==> config.mk <==
export PLATFORM = sky130hd
export DESIGN_NAME = mac_operand_sequencer_flat
export DESIGN_NICKNAME = d
export VERILOG_FILES = /design/src/rtl/mac_operand_sequencer_if.sv /design/src/rtl/mac_operand_sequencer.sv /design/src/flat_wrapper.sv
export SDC_FILE = /design/constraint.sdc
export NUM_CORES = 1
export LEC_CHECK = 0
export CORE_ASPECT_RATIO = 1.4
export CORE_MARGIN = 2
export CORE_UTILIZATION = 45
export DETAILED_ROUTE_END_ITERATION = 8
export GPL_ROUTABILITY_DRIVEN = 0
export PLACE_DENSITY_LB_ADDON = 0.2
export SYNTH_ARGS = -nofsm -noshare
export SYNTH_HDL_FRONTEND = slang
export SYNTH_SLANG_ARGS = --single-unit
==> constraint.sdc <==
create_clock -name clk -period 4.6 [get_ports clk]
set_input_delay 1.15 -clock clk [delete_from_list [all_inputs] [get_ports clk]]
set_output_delay 1.15 -clock clk [all_outputs]
set_load 0.005 [all_outputs]
==> src/rtl/mac_operand_sequencer_if.sv <==
// rtl/mac_operand_sequencer_if.sv - command, operand-read, MAC-drive and result bundle for one sequencer
interface mac_operand_sequencer_if #(
    parameter int ADDR_W = 8,
    parameter int LEN_W  = 8
);
    logic              cmd_valid;
    logic              cmd_ready;
    logic [ADDR_W-1:0] cmd_a_base;
    logic [ADDR_W-1:0] cmd_b_base;
    logic [ADDR_W-1:0] cmd_b_stride;
    logic [LEN_W-1:0]  cmd_len;

    logic              a_rd_en;
    logic [ADDR_W-1:0] a_rd_addr;
    logic [7:0]        a_rd_data;
    logic              b_rd_en;
    logic [ADDR_W-1:0] b_rd_addr;
    logic [7:0]        b_rd_data;

    logic [7:0]        mac_a;
    logic [7:0]        mac_b;
    logic              mac_enable;
    logic              mac_start;
    logic [31:0]       mac_acc;

    logic              res_valid;
    logic              res_ready;
    logic [31:0]       res_data;

    // master is the sequencer itself; slave is the surrounding control, memories and MAC
    modport master (
        input  cmd_valid, cmd_a_base, cmd_b_base, cmd_b_stride, cmd_len,
        output cmd_ready,
        output a_rd_en, a_rd_addr, b_rd_en, b_rd_addr,
        input  a_rd_data, b_rd_data,
        output mac_a, mac_b, mac_enable, mac_start,
        input  mac_acc,
        output res_valid, res_data,
        input  res_ready
    );

    modport slave (
        output cmd_valid, cmd_a_base, cmd_b_base, cmd_b_stride, cmd_len,
        input  cmd_ready,
        input  a_rd_en, a_rd_addr, b_rd_en, b_rd_addr,
        output a_rd_data, b_rd_data,
        input  mac_a, mac_b, mac_enable, mac_start,
        output mac_acc,
        input  res_valid, res_data,
        output res_ready
    );
endinterface

==> src/rtl/mac_operand_sequencer.sv <==
// rtl/mac_operand_sequencer.sv - fetches operand pairs, drives one MAC per term and returns the dot product
module mac_operand_sequencer #(
    parameter int ADDR_W = 8,
    parameter int LEN_W  = 8
) (
    input  logic                    clk,
    input  logic                    reset,
    mac_operand_sequencer_if.master bus
);
    typedef enum logic [2:0] {IDLE, ISSUE, DRAIN, CAPTURE, RESULT} state_t;

    state_t            state;
    logic [ADDR_W-1:0] b_stride;
    logic [LEN_W-1:0]  len;
    logic [LEN_W-1:0]  issued;
    logic [ADDR_W-1:0] a_addr;
    logic [ADDR_W-1:0] b_addr;
    logic              rd_en;
    logic              first;
    logic              cmd_ready_q;
    logic              mac_enable_q;
    logic              mac_start_q;
    logic              res_valid_q;
    logic [31:0]       res_data_q;

    assign bus.cmd_ready  = cmd_ready_q;
    assign bus.a_rd_en    = rd_en;
    assign bus.b_rd_en    = rd_en;
    assign bus.a_rd_addr  = a_addr;
    assign bus.b_rd_addr  = b_addr;
    assign bus.mac_enable = mac_enable_q;
    assign bus.mac_start  = mac_start_q;
    assign bus.res_valid  = res_valid_q;
    assign bus.res_data   = res_data_q;

    // Memory data arrives one cycle after the strobe, exactly when mac_enable is high
    assign bus.mac_a = mac_enable_q ? bus.a_rd_data : 8'd0;
    assign bus.mac_b = mac_enable_q ? bus.b_rd_data : 8'd0;

    always_ff @(posedge clk) begin
        if (reset) begin
            state        <= IDLE;
            b_stride     <= '0;
            len          <= '0;
            issued       <= '0;
            a_addr       <= '0;
            b_addr       <= '0;
            rd_en        <= 1'b0;
            first        <= 1'b0;
            cmd_ready_q  <= 1'b1;
            mac_enable_q <= 1'b0;
            mac_start_q  <= 1'b0;
            res_valid_q  <= 1'b0;
            res_data_q   <= '0;
        end else begin
            mac_enable_q <= rd_en;
            mac_start_q  <= rd_en & first;
            first        <= 1'b0;

            case (state)
                IDLE: begin
                    if (bus.cmd_valid) begin
                        cmd_ready_q <= 1'b0;
                        b_stride    <= bus.cmd_b_stride;
                        len         <= bus.cmd_len;
                        if (bus.cmd_len != '0) begin
                            state  <= ISSUE;
                            rd_en  <= 1'b1;
                            first  <= 1'b1;
                            a_addr <= bus.cmd_a_base;
                            b_addr <= bus.cmd_b_base;
                            issued <= {{(LEN_W-1){1'b0}}, 1'b1};
                        end else begin
                            // Empty dot product: answer immediately, MAC untouched
                            res_data_q  <= '0;
                            res_valid_q <= 1'b1;
                            state       <= RESULT;
                        end
                    end
                end
                ISSUE: begin
                    if (issued == len) begin
                        rd_en <= 1'b0;
                        state <= DRAIN;
                    end else begin
                        a_addr <= a_addr + 1'b1;
                        b_addr <= b_addr + b_stride;
                        issued <= issued + 1'b1;
                    end
                end
                DRAIN: state <= CAPTURE;
                CAPTURE: begin
                    res_data_q  <= bus.mac_acc;
                    res_valid_q <= 1'b1;
                    state       <= RESULT;
                end
                RESULT: begin
                    if (bus.res_ready) begin
                        res_valid_q <= 1'b0;
                        cmd_ready_q <= 1'b1;
                        state       <= IDLE;
                    end
                end
                default: state <= IDLE;
            endcase
        end
    end
endmodule

==> src/flat_wrapper.sv <==
// flat-port wrapper written by rule: the top's interface ports become plain ports
module mac_operand_sequencer_flat 
#(
    parameter int ADDR_W = 8,
    parameter int LEN_W  = 8
)
  (clk, reset, bus_cmd_valid, bus_cmd_a_base, bus_cmd_b_base, bus_cmd_b_stride, bus_cmd_len, bus_cmd_ready, bus_a_rd_en, bus_a_rd_addr, bus_b_rd_en, bus_b_rd_addr, bus_a_rd_data, bus_b_rd_data, bus_mac_a, bus_mac_b, bus_mac_enable, bus_mac_start, bus_mac_acc, bus_res_valid, bus_res_data, bus_res_ready);
  mac_operand_sequencer_if #(.ADDR_W(ADDR_W), .LEN_W(LEN_W)) bus_i ();
  input  logic clk;
  input  logic reset;
  input wire logic [$bits(bus_i.cmd_valid)-1:0] bus_cmd_valid;
  input wire logic [$bits(bus_i.cmd_a_base)-1:0] bus_cmd_a_base;
  input wire logic [$bits(bus_i.cmd_b_base)-1:0] bus_cmd_b_base;
  input wire logic [$bits(bus_i.cmd_b_stride)-1:0] bus_cmd_b_stride;
  input wire logic [$bits(bus_i.cmd_len)-1:0] bus_cmd_len;
  output wire logic [$bits(bus_i.cmd_ready)-1:0] bus_cmd_ready;
  output wire logic [$bits(bus_i.a_rd_en)-1:0] bus_a_rd_en;
  output wire logic [$bits(bus_i.a_rd_addr)-1:0] bus_a_rd_addr;
  output wire logic [$bits(bus_i.b_rd_en)-1:0] bus_b_rd_en;
  output wire logic [$bits(bus_i.b_rd_addr)-1:0] bus_b_rd_addr;
  input wire logic [$bits(bus_i.a_rd_data)-1:0] bus_a_rd_data;
  input wire logic [$bits(bus_i.b_rd_data)-1:0] bus_b_rd_data;
  output wire logic [$bits(bus_i.mac_a)-1:0] bus_mac_a;
  output wire logic [$bits(bus_i.mac_b)-1:0] bus_mac_b;
  output wire logic [$bits(bus_i.mac_enable)-1:0] bus_mac_enable;
  output wire logic [$bits(bus_i.mac_start)-1:0] bus_mac_start;
  input wire logic [$bits(bus_i.mac_acc)-1:0] bus_mac_acc;
  output wire logic [$bits(bus_i.res_valid)-1:0] bus_res_valid;
  output wire logic [$bits(bus_i.res_data)-1:0] bus_res_data;
  input wire logic [$bits(bus_i.res_ready)-1:0] bus_res_ready;
  assign bus_i.cmd_valid = bus_cmd_valid;
  assign bus_i.cmd_a_base = bus_cmd_a_base;
  assign bus_i.cmd_b_base = bus_cmd_b_base;
  assign bus_i.cmd_b_stride = bus_cmd_b_stride;
  assign bus_i.cmd_len = bus_cmd_len;
  assign bus_cmd_ready = bus_i.cmd_ready;
  assign bus_a_rd_en = bus_i.a_rd_en;
  assign bus_a_rd_addr = bus_i.a_rd_addr;
  assign bus_b_rd_en = bus_i.b_rd_en;
  assign bus_b_rd_addr = bus_i.b_rd_addr;
  assign bus_i.a_rd_data = bus_a_rd_data;
  assign bus_i.b_rd_data = bus_b_rd_data;
  assign bus_mac_a = bus_i.mac_a;
  assign bus_mac_b = bus_i.mac_b;
  assign bus_mac_enable = bus_i.mac_enable;
  assign bus_mac_start = bus_i.mac_start;
  assign bus_i.mac_acc = bus_mac_acc;
  assign bus_res_valid = bus_i.res_valid;
  assign bus_res_data = bus_i.res_data;
  assign bus_i.res_ready = bus_res_ready;
  mac_operand_sequencer #(.ADDR_W(ADDR_W), .LEN_W(LEN_W)) u_core (.clk(clk), .reset(reset), .bus(bus_i));
endmodule
Word level (Yosys, flattened, before mapping). Index checks and enable logic that the tools add are counted.

Add/sub/neg operators: 3. Equal/unequal tests: 11. Multiplexer cells: 34. Bitwise operators: 3. Reductions and logical operators: 14.

Operators with widths (number): $mux W8 (11); $mux W32 (2); $pmux W32 S2 (1); $pmux W8 S2 (3); $add A8 B1 Y8 const B (2); $pmux W3 S5 (1); $mux W3 (4); $reduce_and A4 Y1 (3); $mux W1 (9); $reduce_and A3 Y1 (3); $add A8 B8 Y8 (1); $eq A8 B8 Y1 (1); $ne A2 B2 Y1 const B (4); $reduce_bool A8 Y1 (1); $eq A3 B2 Y1 const B (2); $reduce_bool A2 Y1 (3); $ne A2 B1 Y1 const B (2); $pmux W1 S2 (2); $eq A3 B1 Y1 const B (1); $eq A3 B3 Y1 const B (1); $logic_not A3 Y1 (1); $pmux W1 S3 (1); $reduce_bool A3 Y1 (1); $reduce_or A3 Y1 (1); 3 further kinds (4).

Bits in registers: 81. Bits of input ports: 84. Output and inout bits: 70. Word-level logic and storage cells: 78.

Depth between registers and ports, before layout. Gate-level depths: netlist of run 1.

Depth in word-level cells: 4. Depth in mapped cells: 8.

Worst setup path after synthesis of run 1. No wires, ideal clock.

Kind: in2reg. From: input bus_cmd_valid. To: register u_core.issued[5]. Library setup time: 0.067 ns. Arrival: 2.572 ns. Setup slack: 1.961 ns. Cell stages on the path: 6. Buffers on the path: 1. Path through: or4b_1 -> buf_4 -> a21oi_4 -> nor3_2 -> or4_4 -> a21oi_2.

Word-level cells in the longest chain between the ends: 2.

Ends and longest elaborated chain: start: declaration (line flat_wrapper.sv:11) `input wire logic [$bits(bus_i.cmd_valid)-1:0] bus_cmd_valid;`; $ne A2 B2 Y1 (no source line); $reduce_and A4 Y1 (no source line); end signal: assignment (line mac_operand_sequencer.sv:72) `issued <= {{(LEN_W-1){1'b0}}, 1'b1};`; end signal: assignment (line mac_operand_sequencer.sv:88) `issued <= issued + 1'b1;`; end: declaration (line mac_operand_sequencer.sv:15) `logic [LEN_W-1:0] issued;`.

No other way between the ends. A chain may end at the register's enable or synchronous reset.

Worst setup path in the final report of run 1. Same ends and word-level chain as after synthesis.

==> run metrics, run 1 <==
status finished, final reports clean; Final nets 647; R2R depth 5; adder-cell share of the synthesized area 0.0360; Max Cap Viol 0; Hold/Removal Path Class reg2reg; switching share of power 0.345; post-DP HPWL 7350 microns; Core Box Area 8050 sq um; Power Dens Cells 490 nW/um^2; clock share of power 0.277; asr flop ratio synth 0; Worst Hold Depth 1; RSZ-0062 raised after global routing no; placed cells 644; Pint 1.79 mW; antenna-violating nets left 0; clk slew on worst S/H paths 0.06 ns; drt pass-1 iters 4; Setup Fix Bufs, Post-CTS 0; fmax 0.286 GHz; Die Width 80.5 microns; worst path required time 4.87 ns; Max clock buf depth 2; final design utilization 0.694; DRC violation count after routing 0; top cell type's share of synthesized area 0.440; # hold bufs at CTS 0; CTS root buf clkbuf_16; TritonCTS clock tree done; Post-synth EDFFs 0; largest family of logic cells by synthesized area compound AO/OA/AOI/OAI gates; r2r endpoint u_core.issued[5]$_SDFFE_PP0P_; Synth top cells by count 81 x dfxtp_1, 48 x nand2_1, 35 x a21oi_1; port bufs 153; Initial Utilization 0.458; P_sw 0.944 mW; FP Rows 39; dominant cell type by area after synthesis dfxtp_1; P_leak 2.08 nW; vias per cell 5.53; Top FF cell, synth dfxtp_1; ranking of synthesized cells by area dfxtp_1 44%, a22o_1 7.6%, nand2_1 4.9%; final hold violations 0; post-route insts no fill 660; Synth Area in Simple Gates 0.206; # resized after CTS 0; P&R area growth vs syn 51.7%; Fill cells 687; Final min period 3.49 ns; initial antenna violation count 0; vias 3652; WHS Endpoint u_core.bus.mac_start$_SDFF_PP0_; Tot GR Track Use 0.224; CTS Buf Count 9; Slew Viols, Final 0; Mapped Cells 412; share of cells above drive strength 1 0.0663; fin area 5590 sq um; sequential area share after synthesis 0.440; CP Data Arrival Time 3.76 ns; mux cell area share after synthesis 0.00272; peak supply drop 284 uV; CP Capture Type flop; max_slew headroom 0.227; drt total wl 10100 microns; I/O pin cnt 154; Yosys reg bits 81; first-pass GRT wire length 16000 microns; CTS H-tree depth 3; Worst Max-Slew Pin Slew 1.16 ns; Synth cell types 59; Startpoint Class input pin; Min-Delay Startpoint u_core.first$_SDFF_PP0_; most frequent cell after synthesis dfxtp_1; pin count of the biggest net entering global routing 44; vias in the first global route 3572; Final setup viols 0; Die Y 111 microns; Setup TNS 0 ns; clk sinks 81; Routed wire per std cell 15.2 microns; area of the mapped netlist 3690 sq um; Compound-Gate Fraction of Synth Area 0.253; reg-to-reg setup timing slack 1.91 ns; XOR/XNOR share of the synthesized area 0.0214; syn_nets 506; clock skew 0.00321 ns; syn avg cell area 8.95 sq um; Flop pwr share 0.353; drt initial violations 261; Max FO, Critical Path 19; Placement Cell Area 5270 sq um; Crit Path Category in2reg; Overflow after GRT 0; period utilization 0.759; synth warn 0; reg2reg start u_core.state[2]$_SDFFE_PP0P_; diode count 0; Clock Latency Late Sink 0.33 ns; DIE AREA 8940 sq um; Gate power share 0.370
per-layer routing:
metal | share of wire | vias up | track usage | wire (microns)
li1 | - | 1804 | - | -
met1 | 0.40 | 1669 | 0.251 | 4040
met2 | 0.48 | 166 | 0.387 | 4870
met3 | 0.098 | 13 | 0.0676 | 985
met4 | 0.016 | 0 | 0.0927 | 157
met5 | 0 | - | 0 | 0
placed cells by master, fill, tap and decap left out, types with 2 or more instances in the layout:
cell	n
o21ai_0	11
clkdlybuf4s50_1	153
nor4_2	2
clkinv_2	2
clkinv_4	2
a31oi_1	3
and2_1	18
or4_1	2
nand2_1	48
inv_1	7
a22o_1	32
ha_1	9
nor2b_1	2
clkbuf_16	9
o311ai_0	2
a211oi_1	8
o221a_2	2
nor3_2	2
nor3_1	11
nand4_1	8
and3_1	3
o31ai_1	3
nand3_1	11
nor4_1	4
bufinv_16	2
a21oi_1	35
buf_4	6
o21a_1	4
a21o_1	2
a311oi_1	4
a31o_1	2
o221ai_1	2
o32a_1	2
dfxtp_1	81
a221oi_1	4
xnor2_1	8
nor2_1	21
nand2b_1	3
or2_2	3
o21ai_1	3
cells by family (layout without fill, tap and decap cells):
logic type / count (synthesis) / after routing
and+or+nand+nor: 146 / 146
buffers and inverters: 36 / 182
AOI/OAI and AO/OA: 129 / 129
xor gates and xnor gates: 9 / 9
muxes: 1 / 1
adders and majority gates: 10 / 10
DFF: 81 / 81
power by group through the flow:
stage	Sequential, mW	Combinational, mW	Clock [mW]
floorplan	0.932	0.640	0
global placement	0.973	0.986	0
detailed placement	0.978	1.01	0
CTS	0.964	1.02	0.773
global route	0.987	1.12	0.802
finish	0.966	1.01	0.759
area by class of cell:
class,instances,area (sq um),share of cell area
Tap cell,102,128,0.0228
Sequential cell,81,1620,0.290
Clock buffer,9,225,0.0403
Multi-Input combinational cell,295,1920,0.343
Inverter,7,26.3,0.00470
Clock inverter,7,95.1,0.0170
Timing Repair Buffer,159,1580,0.282
sequential cells by signal, summed over array words and instances (netlist names):
signal and cells:
u_core.b_stride 8, u_core.bus.a_rd_addr 8, u_core.bus.a_rd_en 1, u_core.bus.b_rd_addr 8, u_core.bus.cmd_ready 1, u_core.bus.mac_enable 1, u_core.bus.mac_start 1, u_core.bus.res_data 32
u_core.bus.res_valid 1, u_core.first 1, u_core.issued 8, u_core.len 8, u_core.state 3
per-stage QoR:
| stage | setup slack (ns) | hold slack [ns] | power, mW |
|---|---|---|---|
| after global placement | 0.857 | 0.422 | 1.96 |
| after global routing | 0.998 | 0.449 | 2.90 |
| after floorplan | 1.96 | 0.406 | 1.57 |
| final | 1.11 | 0.438 | 2.74 |
| after detailed placement | 0.787 | 0.430 | 1.99 |
| after CTS | 1.14 | 0.445 | 2.75 |
worst max-delay path, stage by stage:
cell	delay, ns
clkdlybuf4s50_1	0.51
or4b_1	0.80
a21oi_4	0.50
nor3_2	0.15
or4_4	0.51
a21oi_2	0.14
how the worst max path moves through the flow:
stage | start | endpoint | slack [ns]
finish | bus_cmd_valid | u_core.issued[5]$_SDFFE_PP0P_ | 1.11
global route | bus_cmd_valid | u_core.issued[5]$_SDFFE_PP0P_ | 1.0
CTS | bus_cmd_valid | u_core.issued[5]$_SDFFE_PP0P_ | 1.14
detailed placement | bus_cmd_valid | u_core.issued[5]$_SDFFE_PP0P_ | 0.79
global placement | bus_cmd_valid | u_core.issued[5]$_SDFFE_PP0P_ | 0.86
floorplan | bus_cmd_valid | u_core.issued[5]$_SDFFE_PP0P_ | 1.96
Power figures use the tool's default switching activity.
==> run 2: changes to the inputs <==
Settings changed: CORE_UTILIZATION 45 to 39.
Clock period 4.6 ns to 3.2 ns, I/O delays scaled along.
==> run metrics, run 2 (synthesis gave the netlist of run 1 again) <==
status finished, final reports clean; FP Rows 42 (+7.7%); CTS root buf clkbuf_16; CP Data Arrival Time 1.88 ns (-1.88 ns); Routed wire per std cell 14.9 microns (-2.1%); Final min period 2.68 ns; I/O pin cnt 154 (unchanged); clock share of power 0.278 (about the same); slowest stage delay, CP 0.51 ns (-0.29 ns); period utilization 0.836; clk sinks 81 (unchanged); Max clock buf depth 2 (unchanged); initial antenna violation count 0 (unchanged); vias 3668 (+0.44%); peak supply drop 338 uV (+19%); Worst Max-Slew Pin Slew 1.16 ns (+0.00546 ns); post-DP HPWL 7410 microns (+0.89%); Crit Path Category in2out; Placement Cell Area 5330 sq um (+1.0%); pin count of the biggest net entering global routing 33 (-25%); port bufs 153 (unchanged); # resized after CTS 0 (unchanged); drt pass-1 iters 4 (unchanged); drt initial violations 144 (-45%); post-route insts no fill 674 (+2.1%); Setup Fix Bufs, Post-CTS 0 (unchanged); P_sw 1.38 mW (+47%); Overflow after GRT 0 (unchanged); most frequent cells in the layout 153 x clkdlybuf4s50_1, 81 x dfxtp_1, 48 x nand2_1; Max Cap Viol 0 (unchanged); final hold violations 0 (unchanged); placed cells 658 (+2.2%); P_leak 2.11 nW (+1.7%); diode count 0 (unchanged); DRC violation count after routing 0 (unchanged); Tot Pwr 3.99 mW (+46%); antenna-violating nets left 0 (unchanged); Fin Hold WS 0.425 ns (-0.0131 ns); clk slew on worst S/H paths 0.06 ns (about the same); switching share of power 0.346 (+0.00187); worst path required time 2.40 ns (-2.47 ns); fin area 5650 sq um (+1.1%); Clock Latency Late Sink 0.34 ns (about the same); drt total wl 10100 microns (about the same); vias in the first global route 3454 (-3.3%); share of cells above drive strength 1 0.0762 (+0.00993); max reg flops 32 (unchanged); Max FO, Critical Path 1 (-18); crit-path cells clkdlybuf4s50_1, and2_1, clkdlybuf4s50_1; CTS Buf Count 9 (unchanged); CP Capture Type output pin; Flop pwr share 0.348 (-0.005); max_slew headroom 0.223 (-0.00364); Pint 2.61 mW (+45%); most common cell after layout, fill and taps aside clkdlybuf4s50_1; Tot GR Track Use 0.195 (-0.0293); Fill cells 813 (+18%); Gate power share 0.373 (+0.003); Die Width 86.2 microns (+7.1%); # hold bufs at CTS 0 (unchanged); fmax 0.374 GHz; Setup TNS 0 ns (unchanged); CTS H-tree depth 3 (unchanged); DIE AREA 10300 sq um (+15%); Crit path top cell by count clkdlybuf4s50_1; Slew Viols, Final 0 (unchanged); first-pass GRT wire length 16000 microns (+0.12%); Die Y 119 microns (+7.2%); Startpoint Class input pin; Core Box Area 9300 sq um (+16%); TritonCTS clock tree done; Hold/Removal Path Class reg2reg; Final nets 653 (+0.93%); vias per cell 5.44 (-1.6%); RSZ-0062 raised after global routing no; Initial Utilization 0.396 (-0.0615); P&R area growth vs syn 53.3%; clock skew 0.00611 ns (+0.00290 ns); Power Dens Cells 707 nW/um^2 (+44%); Final setup viols 0 (unchanged); slowest cell on the critical path clkdlybuf4s50_1
==> run 2: worst max-delay path: cells and delay by family <==
kind | cells | cell delay [ns]
buffers and inverters | 2 | 0.95
and+or+nand+nor | 1 | 0.12
==> run 2: routing by layer <==
| layer | global-route usage | up-vias | share of wire |
|---|---|---|---|
| met5 | 0 | - | 0 |
| met4 | 0.0913 | 0 | 0.022 |
| met3 | 0.0541 | 17 | 0.082 |
| met2 | 0.324 | 161 | 0.49 |
| met1 | 0.229 | 1676 | 0.41 |
| li1 | - | 1814 | - |
==> run 2: layout make-up <==
class | instances | area (sq um) | share of cell area
Multi-Input combinational cell | 295 | 1920 | 0.340
Sequential cell | 81 | 1620 | 0.287
Timing Repair Buffer | 165 | 1620 | 0.287
Clock buffer | 9 | 225 | 0.0398
Tap cell | 110 | 138 | 0.0244
Clock inverter | 7 | 100 | 0.0177
Inverter | 7 | 26.3 | 0.00465
==> run 2: power by group through the flow <==
stage               clock [mW]  combinational (mW)  sequential [mW]
finish                    1.11                1.49             1.39
global route              1.18                1.65             1.42
CTS                       1.13                1.50             1.39
detailed placement           0                1.49             1.41
global placement             0                1.46             1.40
floorplan                    0               0.920             1.34
==> run 2: through the flow <==
step | setup WS [ns] | utilization
2_1_floorplan | 0.911 | -
3_3_place_gp | 0.264 | 0.573
3_5_place_dp | 0.229 | 0.573
4_1_cts | 0.521 | 0.608
5_1_grt | 0.420 | 0.608
6_report | 0.525 | 0.608
==> run 2: path summary, 6_finish.rpt <==
path	cells past startpoint	end	from	slack, ns
min	1	u_core.bus.mac_start$_SDFF_PP0_	u_core.first$_SDFF_PP0_	0.42
max reg2reg	5	u_core.bus.a_rd_addr[5]$_SDFFE_PP0P_	u_core.state[0]$_SDFFE_PP0P_	0.88
max	3	bus_mac_a[1]	bus_a_rd_data[1]	0.52
min reg2reg	1	u_core.bus.mac_start$_SDFF_PP0_	u_core.first$_SDFF_PP0_	0.42
==> run 3: changes to the inputs <==
Clock period 3.2 ns to 2.25 ns, I/O delays scaled along.
==> run metrics, run 3 (synthesis gave the netlist of run 1 again) <==
status finished, final reports clean; clk slew on worst S/H paths 0.06 ns (about the same); # hold bufs at CTS 0 (unchanged); first-pass GRT wire length 17200 microns (+7.2%); Slew Viols, Final 0 (unchanged); Final min period 2.20 ns; share of cells above drive strength 1 0.107 (+0.0305); reg-to-reg setup timing slack 0.16 ns (-0.72 ns); I/O pin cnt 154 (unchanged); Die Width 86.2 microns (unchanged); drt pass-1 iters 4 (unchanged); Max Cap Viol 0 (unchanged); CTS Buf Count 9 (unchanged); CP Capture Type output pin; Max FO, Critical Path 1 (unchanged); RSZ-0062 raised after global routing no; pin count of the biggest net entering global routing 33 (unchanged); peak supply drop 604 uV (+78%); Clock Latency Late Sink 0.34 ns (about the same); clk sinks 81 (unchanged); P&R area growth vs syn 58.6%; final hold violations 0 (unchanged); CTS root buf clkbuf_16; WHS Endpoint u_core.bus.mac_start$_SDFF_PP0_; clock skew 0.00422 ns (-0.00190 ns); most frequent cells in the layout 152 x clkdlybuf4s50_1, 80 x dfxtp_1, 48 x nand2_1; vias in the first global route 3654 (+5.8%); FP Rows 42 (unchanged); Final nets 670 (+2.6%); max_slew headroom 0.523 (+0.300); drt initial violations 205 (+42%); antenna-violating nets left 0 (unchanged); vias 3745 (+2.1%); reg2reg start u_core.b_stride[0]$_SDFFE_PP0N_; crit-path cells clkdlybuf4s50_1, and2_1, clkdlybuf4s50_1; period utilization 0.977; drt total wl 10600 microns (+5.4%); fin area 5850 sq um (+3.5%); Startpoint Class input pin; Final setup viols 0 (unchanged); vias per cell 5.42 (-0.41%); slowest cell on the critical path clkdlybuf4s50_1; Initial Utilization 0.396 (unchanged); TritonCTS clock tree done; most common cell after layout, fill and taps aside clkdlybuf4s50_1; met1 wire length 4320 microns (+5.5%); worst path required time 1.69 ns (-0.71 ns); max reg flops 32 (unchanged); Min-Delay Startpoint u_core.first$_SDFF_PP0_; Core Box Area 9300 sq um (unchanged); Worst Hold Depth 1 (unchanged); P_leak 2.24 nW (+6.0%); Max clock buf depth 2 (unchanged); Routed wire per std cell 15.3 microns (+2.8%); CP Data Arrival Time 1.63 ns (-0.25 ns); R2R depth 8 (+3); Overflow after GRT 0 (unchanged); Setup Fix Bufs, Post-CTS 0 (unchanged); port bufs 153 (unchanged); Placement Cell Area 5490 sq um (+3.1%); Tot GR Track Use 0.209 (+0.0143); Crit path top cell by count clkdlybuf4s50_1; slowest stage delay, CP 0.52 ns (about the same); r2r endpoint u_core.bus.b_rd_addr[6]$_SDFFE_PP0P_; final design utilization 0.629 (+0.0210); met3 wire length 748 microns (-9.4%); CTS H-tree depth 3 (unchanged); Hold/Removal Path Class reg2reg; Die Y 119 microns (unchanged); fmax 0.455 GHz; Worst Max-Slew Pin Slew 0.713 ns (-0.451 ns); DIE AREA 10300 sq um (unchanged); DRC violation count after routing 0 (unchanged); Crit Path Category in2out; post-DP HPWL 7940 microns (+7.2%); max layer used met4; Fill cells 783 (-3.7%); initial antenna violation count 0 (unchanged); met2 wire len 5330 microns (+8.5%); Power Dens Cells 1040 nW/um^2 (+47%); diode count 0 (unchanged); # resized after CTS 1 (+1)
-- run 3: changes by cell type in the layout (fill, tap and decap cells not counted), sizes merged --
cell           change
buf               +17
bufinv             +1
clkdlybuf4s50      -1
clkinv             +1
dlymetal6s2s       +1
inv                -2
-- run 3: where the power goes --
part / internal [mW] / total, mW / leakage, nW / switching [mW]
clock: 1.08 / 1.67 / 0.170 / 0.585
combinational: 1.26 / 2.42 / 1.41 / 1.16
sequential: 1.69 / 1.97 / 0.661 / 0.275
-- run 3: cell type report --
class,instances,area [sq um],share of cell area
Tap cell,110,138,0.0235
Sequential cell,81,1620,0.278
Clock inverter,7,118,0.0201
Inverter,7,26.3,0.00449
Multi-Input combinational cell,295,1930,0.330
Clock buffer,9,225,0.0385
Timing Repair Buffer,182,1790,0.306
-- run 3: how the worst max path moves through the flow --
stage	start	end	slack, ns	cells past startpoint
after detailed placement	bus_cmd_len[0]	u_core.bus.res_data[3]$_SDFFE_PP0P_	-0.38	6
after global routing	u_core.b_stride[0]$_SDFFE_PP0N_	u_core.bus.b_rd_addr[6]$_SDFFE_PP0P_	0.006	8
after global placement	bus_cmd_len[4]	u_core.bus.res_data[2]$_SDFFE_PP0P_	-0.32	6
final	bus_a_rd_data[1]	bus_mac_a[1]	0.05	3
after floorplan	bus_cmd_valid	u_core.issued[5]$_SDFFE_PP0P_	0.20	6
after CTS	bus_a_rd_data[2]	bus_mac_a[2]	0.03	3
-- run 3: per-layer routing --
layer	up-vias	track usage
met5	-	0
met4	0	0.0873
met3	15	0.0541
met2	153	0.367
met1	1723	0.236
li1	1854	-
-- run 3: critical path: cells and delay by family --
| kind | cells | cell delay [ns] |
|---|---|---|
| buffers and inverters | 2 | 0.96 |
| and+or+nand+nor | 1 | 0.11 |
-- run 3: stage by stage --
step	hold slack (ns)	TNS (ns)	setup slack, ns	instances	total power [mW]
global placement	0.417	-13.81	-0.319	675	4.34
finish	0.427	0	0.0529	691	6.06
global route	0.454	0	0.00550	691	6.42
floorplan	0.406	0	0.198	412	3.21
detailed placement	0.418	-16.22	-0.379	675	4.40
CTS	0.432	0	0.0255	691	6.09
==> RTL change 1 (flow settings as in run 1) <==
`LEN_W` is set to 8 in 3 places; all go to 4.
--- a/src/rtl/mac_operand_sequencer_if.sv
+++ b/src/rtl/mac_operand_sequencer_if.sv
@@ -1,7 +1,7 @@
 // rtl/mac_operand_sequencer_if.sv - command, operand-read, MAC-drive and result bundle for one sequencer
 interface mac_operand_sequencer_if #(
     parameter int ADDR_W = 8,
-    parameter int LEN_W  = 8
+    parameter int LEN_W  = 4
 );
     logic              cmd_valid;
     logic              cmd_ready;
--- a/src/rtl/mac_operand_sequencer.sv
+++ b/src/rtl/mac_operand_sequencer.sv
@@ -1,7 +1,7 @@
 // rtl/mac_operand_sequencer.sv - fetches operand pairs, drives one MAC per term and returns the dot product
 module mac_operand_sequencer #(
     parameter int ADDR_W = 8,
-    parameter int LEN_W  = 8
+    parameter int LEN_W  = 4
 ) (
     input  logic                    clk,
     input  logic                    reset,
--- a/src/flat_wrapper.sv
+++ b/src/flat_wrapper.sv
@@ -2,7 +2,7 @@
 module mac_operand_sequencer_flat 
 #(
     parameter int ADDR_W = 8,
-    parameter int LEN_W  = 8
+    parameter int LEN_W  = 4
 )
   (clk, reset, bus_cmd_valid, bus_cmd_a_base, bus_cmd_b_base, bus_cmd_b_stride, bus_cmd_len, bus_cmd_ready, bus_a_rd_en, bus_a_rd_addr, bus_b_rd_en, bus_b_rd_addr, bus_a_rd_data, bus_b_rd_data, bus_mac_a, bus_mac_b, bus_mac_enable, bus_mac_start, bus_mac_acc, bus_res_valid, bus_res_data, bus_res_ready);
   mac_operand_sequencer_if #(.ADDR_W(ADDR_W), .LEN_W(LEN_W)) bus_i ();
Ports: changed (resized bus_cmd_len); port bits go from 154 to 150. No check against the original RTL was run, so the function may have changed too.
==> RTL change 1 against run 1 <==
Cell area down 8.2%. Via count down 5.5%. Combinational power down 50%. Total power down 32%. Clock skew up 0.0061 ns. Sequential cell count down 8. Routed wire length down 4.1%. Largest power group is now sequential cells. Die area down 7.7%. Setup slack better by 0.11 ns. Core utilization up 0.72 points. Synthesized area down 8.0%. Count of clock-buffer cells in the layout up 1.
==> RTL change 1: results (changes against run 1) <==
.. list-table::
   :header-rows: 1

   * - Metric
     - Value
   * - Vias per cell
     - 5.44 (-1.7%)
   * - Fin nets
     - 622 (-3.9%)
   * - Wire length of the first global-routing pass
     - 15.6 mm (-2.6%)
   * - Cell types with the largest area share after synthesis
     - sky130_fd_sc_hd__dfxtp_1 (43%), sky130_fd_sc_hd__a22oi_1 (7.1%), sky130_fd_sc_hd__nor2_1 (6.3%)
   * - Launch point of the worst path
     - bus_b_rd_data[2]
   * - Slowest Stage Delay on Critical Path
     - 0.52 ns (-0.28 ns)
   * - Max FO, Critical Path
     - 1 (-18)
   * - Post-synthesis sequential area ratio
     - 43.1% (-0.89 points)
   * - Clock latency at the later pin of the worst-skew pair
     - 0.35 ns (+0.02 ns)
   * - Port Buf Inserts
     - 149 (-2.6%)
   * - Total global routing track utilization
     - 23.4% (+0.98 points)
   * - Leakage component of the power
     - 1.86 nW (-11%)
   * - Average wire per cell in the routed design
     - 15.2 um (-0.15%)
   * - Worst endpoint data arrival time
     - 2.23 ns (-1.53 ns)
   * - Dominant delay contributor by cell family on the critical path
     - buffers and inverters
   * - Hold path startpoint
     - u_core.first$_SDFF_PP0_
   * - Antenna diode count
     - 0 (unchanged)
   * - Fraction of layout instances using a drive strength above 1
     - 5.40% (-1.2 points)
   * - Post-placement worst setup slack
     - 1.20 ns (+0.409 ns)
   * - Number of buffers on the longest clock path
     - 2 (unchanged)
   * - Post-synth net total
     - 488 (-3.6%)
   * - Transition time at the pin with the least slew margin
     - 0.980 ns (-0.179 ns)
   * - Largest vdd supply drop
     - 0.205 mV (-28%)
   * - Main synth FF type
     - sky130_fd_sc_hd__dfxtp_1
   * - Result of the run
     - complete, no violations
   * - Root buffer cell
     - sky130_fd_sc_hd__clkbuf_8
   * - Distinct cells, synth
     - 58 (-1.7%)
   * - HPWL after detailed placement
     - 6.97 mm (-5.1%)
   * - Clock-pin transition on the worst setup and hold timing paths
     - 0.07 ns
   * - Launch point of the worst reg-to-reg path
     - u_core.state[0]$_SDFFE_PP0P_
   * - Master of the slowest instance on the critical path
     - sky130_fd_sc_hd__clkdlybuf4s50_1
   * - DR pass1 iterations
     - 4 (unchanged)
   * - Clock tree skew after final layout
     - 0.00935 ns (+0.00614 ns)
   * - Cts bufs inserted
     - 9 (unchanged)
   * - Most frequent cells after synthesis
     - sky130_fd_sc_hd__dfxtp_1 (73), sky130_fd_sc_hd__nor2_1 (57), sky130_fd_sc_hd__nand2_1 (42), sky130_fd_sc_hd__a21oi_1 (35), sky130_fd_sc_hd__a22oi_1 (32)
   * - DR iter-0 viols
     - 207 (-21%)
   * - Vias in the first global route
     - 3290 (-7.9%)
   * - Maximum number of pins on one net before global-route repair
     - 46 (+4.5%)
   * - Setup Buffers After CTS
     - 0 (unchanged)
   * - Synthesis Warnings
     - 0 (unchanged)
## RTL change 1: changes by cell type after synthesis, sizes merged, moves of 4 or more
| cell | run 1 | this run |
|---|---|---|
| a22o | 32 | 0 |
| a22oi | 1 | 32 |
| buf | 6 | 10 |
| dfxtp | 81 | 73 |
| nand2 | 48 | 42 |
| nand3 | 11 | 5 |
| nand4 | 8 | 3 |
| nor2 | 22 | 58 |
| o21ai | 14 | 8 |
## RTL change 1: cells by family (layout without fill, tap and decap cells)
| family | count (synthesis) | after routing | synth area share (%) |
|---|---|---|---|
| AO/OA/AOI/OAI | 109 | 109 | 22.0 |
| XOR/XNOR | 8 | 8 | 2.07 |
| adder cells (fa/ha/maj) | 10 | 10 | 3.91 |
| buffers and inverters | 35 | 174 | 4.83 |
| flip-flops | 73 | 73 | 43.1 |
| multiplexers | 4 | 4 | 1.18 |
| AND/OR/NAND/NOR | 159 | 159 | 22.9 |
## RTL change 1: metrics by stage
step | utilization (%) | hold slack (ns) | cell area (um^2) | cells | total power [mW]
6_report | 70.2 | 0.440 | 5130 | 634 | 1.86
5_1_grt | 70.2 | 0.471 | 5130 | 634 | 1.96
2_1_floorplan | - | 0.406 | 3390 | 398 | 1.05
3_3_place_gp | 66.8 | 0.419 | 4890 | 618 | 1.25
4_1_cts | 70.2 | 0.444 | 5130 | 634 | 1.87
3_5_place_dp | 66.8 | 0.427 | 4890 | 618 | 1.27
## RTL change 1: layout make-up
cell class              instances  area (um^2)
well taps                      97          121
fillers                       619         2180
inverters                       5         18.8
repair buffers                153         1520
flip-flops and latches         73         1460
clock buffers                  10          128
clock inverters                 6          115
multi-input cells             290         1770
## RTL change 1: path summary, 6_finish.rpt
check	end	slack, ns	cells after the start
hold / removal	u_core.bus.mac_start$_SDFF_PP0_	0.44	1
setup reg to reg	u_core.bus.a_rd_addr[2]$_SDFFE_PP0P_	2.08	4
hold reg to reg	u_core.bus.mac_start$_SDFF_PP0_	0.44	1
setup / recovery	bus_mac_b[2]	1.22	3
## RTL change 1: layer usage
| layer | vias up | track usage, % | share of wire [%] |
|---|---|---|---|
| met5 | - | 0 | 0 |
| met4 | 0 | 7.02 | 0.97 |
| met3 | 11 | 7.83 | 8.2 |
| met2 | 131 | 41.6 | 52 |
| met1 | 1623 | 26.3 | 39 |
| li1 | 1685 | - | - |
## RTL change 1: where the power goes
group          internal (mW)  leakage, nW  switching (mW)
sequential             0.689        0.595          0.0610
combinational          0.261         1.15           0.245
clock                  0.363        0.117           0.245
total                   1.31         1.86           0.551
==> RTL change 2 (config.mk and constraints of run 1) <==
Made on the original files. Encoding of `state_t`: now one-hot (5 bits for 5 states).
--- a/src/rtl/mac_operand_sequencer.sv
+++ b/src/rtl/mac_operand_sequencer.sv
@@ -7,7 +7,7 @@
     input  logic                    reset,
     mac_operand_sequencer_if.master bus
 );
-    typedef enum logic [2:0] {IDLE, ISSUE, DRAIN, CAPTURE, RESULT} state_t;
+    typedef enum logic [4:0] {IDLE = 5'b00001, ISSUE = 5'b00010, DRAIN = 5'b00100, CAPTURE = 5'b01000, RESULT = 5'b10000} state_t;
 
     state_t            state;
     logic [ADDR_W-1:0] b_stride;
Function: no difference found for any inputs over 4 cycles, from zero or initial values and one cycle with reset high; so few cycles prove little.
==> RTL change 2 against run 1 <==
Critical endpoint is now bus_mac_a[0]. Routed wire length is 9.6% higher. Clock skew about the same. Synthesized area is 5.7% higher. Non-clock buffer count shrank 1. Cell area increased by 3.7%. Critical path depth decreased by 3. Setup slack better by 0.10 ns. Sequential cell count is 2 higher. Sequential share of layout area down 0.34 points.
Power is not compared: it rests on default switching activity, and its combinational part moved more than twofold at a synthesized area within 25%.
==> RTL change 2: results (changes against run 1) <==
.. list-table::
   :header-rows: 1

   * - Metric
     - Value
   * - Wire length of the first global-routing pass
     - 17.4 mm (+8.6%)
   * - Vias per cell
     - 5.60 (+1.3%)
   * - Fin nets
     - 690 (+6.6%)
   * - DR pass1 iterations
     - 5 (+1)
   * - Post-route design area
     - 0.00580 mm^2 (+3.7%)
   * - Number of antenna violations at the first check in global routing
     - 0 (unchanged)
   * - Post-synthesis sequential area ratio
     - 42.7% (-1.3 points)
   * - Max FO, Critical Path
     - 1 (-18)
   * - Post-CTS resize count
     - 0 (unchanged)
   * - Placed Instance Area
     - 0.00547 mm^2 (+3.8%)
   * - Min-delay worst type
     - flip-flop to flip-flop
   * - Distinct cells, synth
     - 58 (-1.7%)
   * - Adder and majority cell fraction of the synthesized area
     - 3.41% (-0.19 points)
   * - Average wire per cell in the routed design
     - 15.6 um (+2.5%)
   * - Result of the run
     - complete, no violations
   * - H-tree level count
     - 3 (unchanged)
   * - Transition time at the pin with the least slew margin
     - 1.00 ns (-0.157 ns)
   * - Layout filler cell count
     - 689 (+0.29%)
   * - Maximum number of pins on one net before global-route repair
     - 48 (+9.1%)
   * - Most frequent cells after synthesis
     - sky130_fd_sc_hd__dfxtp_1 (83), sky130_fd_sc_hd__nor2_1 (54), sky130_fd_sc_hd__nand2_1 (47), sky130_fd_sc_hd__a22oi_1 (35), sky130_fd_sc_hd__a21oi_1 (30)
   * - Total global routing track utilization
     - 23.7% (+1.3 points)
   * - Compound-Gate Fraction of Synth Area
     - 21.7% (-3.6 points)
   * - Slowest Stage Delay on Critical Path
     - 0.53 ns (-0.27 ns)
   * - Cell types with the largest area share after synthesis
     - sky130_fd_sc_hd__dfxtp_1 (43%), sky130_fd_sc_hd__a22oi_1 (6.7%), sky130_fd_sc_hd__nor2_1 (5.2%)
   * - HPWL after detailed placement
     - 7.89 mm (+7.4%)
   * - Antenna diode count
     - 0 (unchanged)
   * - Multiplexer share of the synthesized area
     - 1.83% (+1.6 points)
   * - Vias in the first global route
     - 3830 (+7.2%)
   * - Post-synth net total
     - 551 (+8.9%)
   * - Parity-gate share of the synthesized area counting xor and xnor cells
     - 2.25% (+0.11 points)
   * - Fraction of layout instances using a drive strength above 1
     - 5.66% (-0.97 points)
   * - Clock tree skew after final layout
     - 0.00368 ns (+0.000476 ns)
   * - DR iter-0 viols
     - 293 (+12%)
   * - Total internal power
     - 1.51 mW
   * - Worst endpoint data arrival time
     - 2.24 ns (-1.52 ns)
   * - Master of the slowest instance on the critical path
     - sky130_fd_sc_hd__clkdlybuf4s50_1
## RTL change 2: cell families (layout without fill, tap and decap cells)
logic type,after synthesis,after routing
AND/OR/NAND/NOR,185,185
adder cells (fa/ha/maj),10,10
buffers and inverters,43,187
multiplexers,7,7
XOR/XNOR,10,10
AO/OA/AOI/OAI,119,119
flip-flops,83,83
## RTL change 2: critical path, delay by kind of cell
family,cells,cell delay (ns)
buffers and inverters,2,0.98
and+or+nand+nor,1,0.12
## RTL change 2: power groups by stage
| stage | Combinational [mW] | Clock, mW | Sequential, mW |
|---|---|---|---|
| 5_1_grt | 0.535 | 0.824 | 0.839 |
| 2_1_floorplan | 0.273 | 0 | 0.831 |
| 4_1_cts | 0.484 | 0.796 | 0.831 |
| 6_report | 0.483 | 0.781 | 0.832 |
| 3_3_place_gp | 0.472 | 0 | 0.843 |
| 3_5_place_dp | 0.483 | 0 | 0.846 |
## RTL change 2: worst paths after layout
path	startpoint	end	slack, ns	cells past startpoint
worst max-delay path	bus_a_rd_data[0]	bus_mac_a[0]	1.21	3
worst min-delay path	u_core.first$_SDFF_PP0_	u_core.bus.mac_start$_SDFF_PP0_	0.44	1
worst max register to register	u_core.state[1]$_SDFFE_PP0P_	u_core.issued[3]$_SDFFE_PP0P_	2.02	5
worst min register to register	u_core.first$_SDFF_PP0_	u_core.bus.mac_start$_SDFF_PP0_	0.44	1
## RTL change 2: final cells by class
type                    instances  share of cell area (%)
clock inverters                 6                    1.53
repair buffers                158                    27.0
flip-flops and latches         83                    28.7
well taps                     105                    2.27
multi-input cells             331                    35.6
inverters                      13                   0.842
clock buffers                  10                    4.12
## RTL change 2: routing by layer
| metal | share of wire [%] | global-route usage [%] |
|---|---|---|
| met5 | 0 | 0 |
| met2 | 50 | 41.1 |
| met1 | 38 | 26.2 |
| met4 | 2.7 | 13.0 |
| met3 | 8.8 | 5.44 |
## RTL change 2: stage by stage
step | std cells | worst slack, ns | power, mW | hold WS, ns
after global routing | 706 | 1.16 | 2.20 | 0.479
after detailed placement | 690 | 1.19 | 1.33 | 0.443
after CTS | 706 | 1.19 | 2.11 | 0.457
final | 706 | 1.21 | 2.10 | 0.444
after global placement | 690 | 1.19 | 1.32 | 0.408
after floorplan | 457 | 2.13 | 1.10 | 0.406
